[src/rtl/network.sv]
// Leaky integrate-and-fire neuron: scans one pixel per clock, accumulates its
// weight into the membrane potential, leaks once per sweep, latches a sticky fire flag.
module network #(
  parameter int                         WIDTH   = 8,
  parameter int                         HEIGHT  = 7,
  parameter logic [HEIGHT-1:0][WIDTH:0] WEIGHTS = {HEIGHT{(WIDTH+1)'(60)}}
) (
  input  logic              clk,
  input  logic              rst,
  input  logic [HEIGHT-1:0] pixels,
  output logic              neuron_out
);

  localparam int IDX_W = (HEIGHT > 1) ? $clog2(HEIGHT) : 1;
  localparam int V_W   = WIDTH + 3;

  localparam logic [V_W-1:0]   THRESH = V_W'(2 ** (WIDTH + 2));
  localparam logic [V_W-1:0]   LEAK   = V_W'(2 ** WIDTH);
  localparam logic [IDX_W-1:0] LAST   = IDX_W'(HEIGHT - 1);

  logic [IDX_W-1:0] idx;
  logic [V_W-1:0]   v;
  logic             fired;

  logic [WIDTH:0]   syn;
  logic [V_W-1:0]   sum;
  logic             end_of_sweep;

  // V stays below THRESH + 2^(WIDTH+1), so the sum cannot wrap at V_W bits.
  always_comb begin
    syn          = pixels[idx] ? WEIGHTS[idx] : '0;
    sum          = v + V_W'(syn);
    end_of_sweep = (idx == LAST);
  end

  // NOTE: reset is sampled on the clock edge, so it is tested inside the
  // clocked block and outranks every other update, including a crossing.
  always_ff @(posedge clk) begin
    if (!rst) begin
      idx   <= '0;
      v     <= '0;
      fired <= 1'b0;
    end else begin
      if (sum >= THRESH) begin
        v     <= '0;
        fired <= 1'b1;
      end else if (end_of_sweep) begin
        v <= (sum >= LEAK) ? sum - LEAK : '0;
      end else begin
        v <= sum;
      end
      idx <= end_of_sweep ? '0 : idx + IDX_W'(1);
    end
  end

  assign neuron_out = fired;

endmodule

[config.mk]
export PLATFORM = sky130hd
export DESIGN_NAME = network
export DESIGN_NICKNAME = d
export VERILOG_FILES = /design/src/rtl/network.sv
export SDC_FILE = /design/constraint.sdc
export NUM_CORES = 1
export LEC_CHECK = 0
export CORE_MARGIN = 2
export CORE_UTILIZATION = 50
export DETAILED_ROUTE_END_ITERATION = 8
export PLACE_DENSITY = 0.71
export SYNTH_ARGS = -nofsm -noshare
export SYNTH_HDL_FRONTEND = slang
export SYNTH_SLANG_ARGS = --single-unit
[constraint.sdc]
create_clock -name clk -period 4.5 [get_ports clk]
set_clock_uncertainty 0.15 [all_clocks]
set_input_delay 0.45 -clock clk [delete_from_list [all_inputs] [get_ports clk]]
set_output_delay 0.45 -clock clk [all_outputs]
set_load 0.005 [all_outputs]
==> impl_metrics.ini <==
[outcome]
status = finished clean

[placed_design]
place.port_buffers = 9
place_congestion = 0.845
sum_of_net_half_perimeters_after_detailed_placement_um = 1460
post_dp_cell_area_um2 = 1040

[power]
peakVddDrop_uv = 283
total_leakage_power_uw = 0.000400
power.density_cell_area_nw_per_um2 = 412

[global_routing]
grt_overflow = 0
grt_util_all_layers = 0.200
grt_max_degree = 9
wire_length_of_the_first_global_routing_pass_um = 2980
number_of_antenna_violations_at_the_first_check_in_global_routing = 0
grt_pass1_vias = 682

[logic_synthesis]
asyncSetResetFlopFracSynth = 0
ys_seq_area_frac = 0.283
yosys.area_share.adder = 0.131
mappedNetlistArea_um2 = 918
synth_cells = 101
synthesis.area_per_instance_um2 = 9.09
synth_simple_gate_area_frac = 0.200
synth-compound-area-share = 0.206
synth.area.mux_share = 0.0681
synth.net_count = 119
yosysWarnings = 0
synth_cell_types = 34
postSynthRegisterBits = 13
main_combinational_cell_family_by_area_after_synthesis = compound AO/OA/AOI/OAI gates
ys_dominant_reg_cell = sky130_fd_sc_hd__dfxtp_1
synth-xor-area-share = 0.0668
post_synth_edffs = 0

[route]
drt_first_iter_violations = 17
postRouteWirelength_um = 1820
drcViolationCount = 0
dr_total_vias = 768
antenna_violating_nets_left = 0
routed_wire_length_per_instance_um = 13.1
viasPerCell = 5.53
detailedRoute.firstPassIterationCount = 4

[worst_setup_path]
worst_ep_arrival_time_ns = 3.88
critical_path.max_fanout = 6
worstSetupEndpoint = v[10]
critPathLaunch = pixels[5]
timing.critical_path.cells = clkdlybuf4s50_1 -> mux4_2 -> nor2_1 -> a21o_1 -> inv_1 -> ha_1 -> inv_1 -> fa_1 -> nand2b_1 -> a211oi_2 -> xor2_1 -> ha_1 -> and4b_1 -> o311ai_2 -> a211oi_1
worstSetupStartpointType = primary input
worst-r2r-setup-slack_ns = 0.79
crit_path_end_kind = flop
critical_path.reg2reg.endpoint = v[10]
ff2ff_path_depth = 14
worst_path_max_delay_cell = sky130_fd_sc_hd__clkdlybuf4s50_1
critical_path_class = in2reg
cp.required_ns = 4.55
worstReg2RegStart = idx[0]
max_incr_delay_on_cp_ns = 0.46

[timing]
final_number_of_hold_violating_endpoints = 0
finalSetupTns_ns = 0
timing_max_transition_violations_final = 0
slew-limit-headroom = 0.641
whs_ns = 0.298
final-setup-viol-count = 0
clock.fmax_mhz = 261
post-route-min-period_ns = 3.83
post-route-period-util = 0.851
grt_setup_unrepaired = no
worst_pin_slew_ns = 0.538

[min_path]
min_from = neuron_out
worstHoldPathType = reg2reg

[final_layout]
final_cell_mix = 13 x sky130_fd_sc_hd__dfxtp_1, 11 x sky130_fd_sc_hd__inv_1, 9 x sky130_fd_sc_hd__nor2_1, 9 x sky130_fd_sc_hd__clkdlybuf4s50_1, 8 x sky130_fd_sc_hd__ha_1
fraction_of_layout_instances_using_a_drive_strength_above_1 = 0.132
final_design_area_no_fill_um2 = 1070
final_common_cell = sky130_fd_sc_hd__dfxtp_1
fill_cells = 171
design.final.nets = 133
area_growth_pct = 16.2
n_antenna_cell = 0

[die]
rows = 15
fp.coreArea_um2 = 1730
die_h_um = 46.9
io_pins = 10
dieArea_um2 = 2200
dieWidth_um = 46.9
floorplan.initialDensity = 0.532

[clock_tree]
cts_hold_buf = 0
latest_clock_arrival_within_the_worst_skew_pair_ns = 0.29
tritoncts.num_buffers = 3
path_clk_slew_ns = 0.08
h_tree_level_count = 1
numClockSinks = 13
ctsResizeCount = 0
cts_tree = built
cts.repair_timing.setup_buffer_count = 0
clock_path_buffers = 2
cts-root-buf = sky130_fd_sc_hd__clkbuf_4

[flow_run]
maxCapViolations = 0
## registers in the layout, indices dropped and copies added (netlist names)
register / flops
v: 9
idx: 3
neuron_out: 1
## power by group
| group | switching, µW | leakage (µW) | internal [µW] | total [µW] |
|---|---|---|---|---|
| clock network | 41.7 | 0.0000177 | 33.1 | 74.8 |
| logic | 125 | 0.000275 | 86.3 | 211 |
| registers | 16.4 | 0.000107 | 137 | 154 |
| total | 183 | 0.000400 | 257 | 439 |
## metal layers
metal | wire, µm | global-route usage
met1 | 854 | 0.265
met2 | 821 | 0.299
met3 | 125 | 0.0692
met4 | 21 | 0.0778
met5 | 0 | 0
## worst max-delay path, delay by kind of cell
family	cells	cell delay, ns
AO/OA/AOI/OAI	4	0.97
adder cells (fa/ha/maj)	3	0.81
buffers and inverters	3	0.64
AND/OR/NAND/NOR	3	0.48
XOR/XNOR	1	0.30
multiplexers	1	0.22
## how the worst min path moves through the flow
stage | endpoint | cells past startpoint
floorplan | neuron_out | 2
global placement | neuron_out | 2
detailed placement | neuron_out | 2
CTS | neuron_out | 2
global route | neuron_out | 2
finish | neuron_out | 2
## cell families (layout without fill, tap and decap cells)
kind of cell             count (synthesis)  after routing
AO/OA/AOI/OAI                           23             23
adder cells (fa/ha/maj)                  9              9
buffers and inverters                   11             24
flip-flops                              13             13
AND/OR/NAND/NOR                         33             33
XOR/XNOR                                 7              7
multiplexers                             5              5
## synthesized netlist by cell type (2+ instances only)
| cell | n | area, µm² |
|---|---|---|
| sky130_fd_sc_hd__nand2_1 | 3 | 11.3 |
| sky130_fd_sc_hd__nand3_1 | 4 | 20.0 |
| sky130_fd_sc_hd__nor2b_1 | 2 | 12.5 |
| sky130_fd_sc_hd__nor3_1 | 5 | 25.0 |
| sky130_fd_sc_hd__nor2_1 | 9 | 33.8 |
| sky130_fd_sc_hd__xor2_1 | 3 | 26.3 |
| sky130_fd_sc_hd__a21oi_1 | 5 | 25.0 |
| sky130_fd_sc_hd__ha_1 | 8 | 100 |
| sky130_fd_sc_hd__inv_1 | 11 | 41.3 |
| sky130_fd_sc_hd__and2_1 | 2 | 12.5 |
| sky130_fd_sc_hd__dfxtp_1 | 13 | 260 |
| sky130_fd_sc_hd__a211oi_1 | 4 | 30.0 |
| sky130_fd_sc_hd__a211oi_2 | 2 | 25.0 |
| sky130_fd_sc_hd__o21ai_0 | 4 | 20.0 |
| sky130_fd_sc_hd__xnor2_1 | 4 | 35.0 |
| sky130_fd_sc_hd__mux2i_1 | 4 | 40.0 |
## layout make-up
| cell class | count | area, µm² | area share |
|---|---|---|---|
| clock buffers | 3 | 22.5 | 0.0211 |
| clock inverters | 1 | 5.00 | 0.00469 |
| inverters | 11 | 41.3 | 0.0387 |
| multi-input cells | 77 | 617 | 0.578 |
| flip-flops and latches | 13 | 260 | 0.244 |
| well taps | 25 | 31.3 | 0.0293 |
| repair buffers | 9 | 90.1 | 0.0844 |
## stage by stage
stage	utilization	std cells	setup slack, ns	total power, µW
5_1_grt	0.618	139	0.434	474
4_1_cts	0.618	139	0.648	441
2_1_floorplan	-	101	1.19	320
6_report	0.618	139	0.673	439
3_3_place_gp	0.602	135	0.481	366
3_5_place_dp	0.602	135	0.380	366
Power figures use the tool's default switching activity.
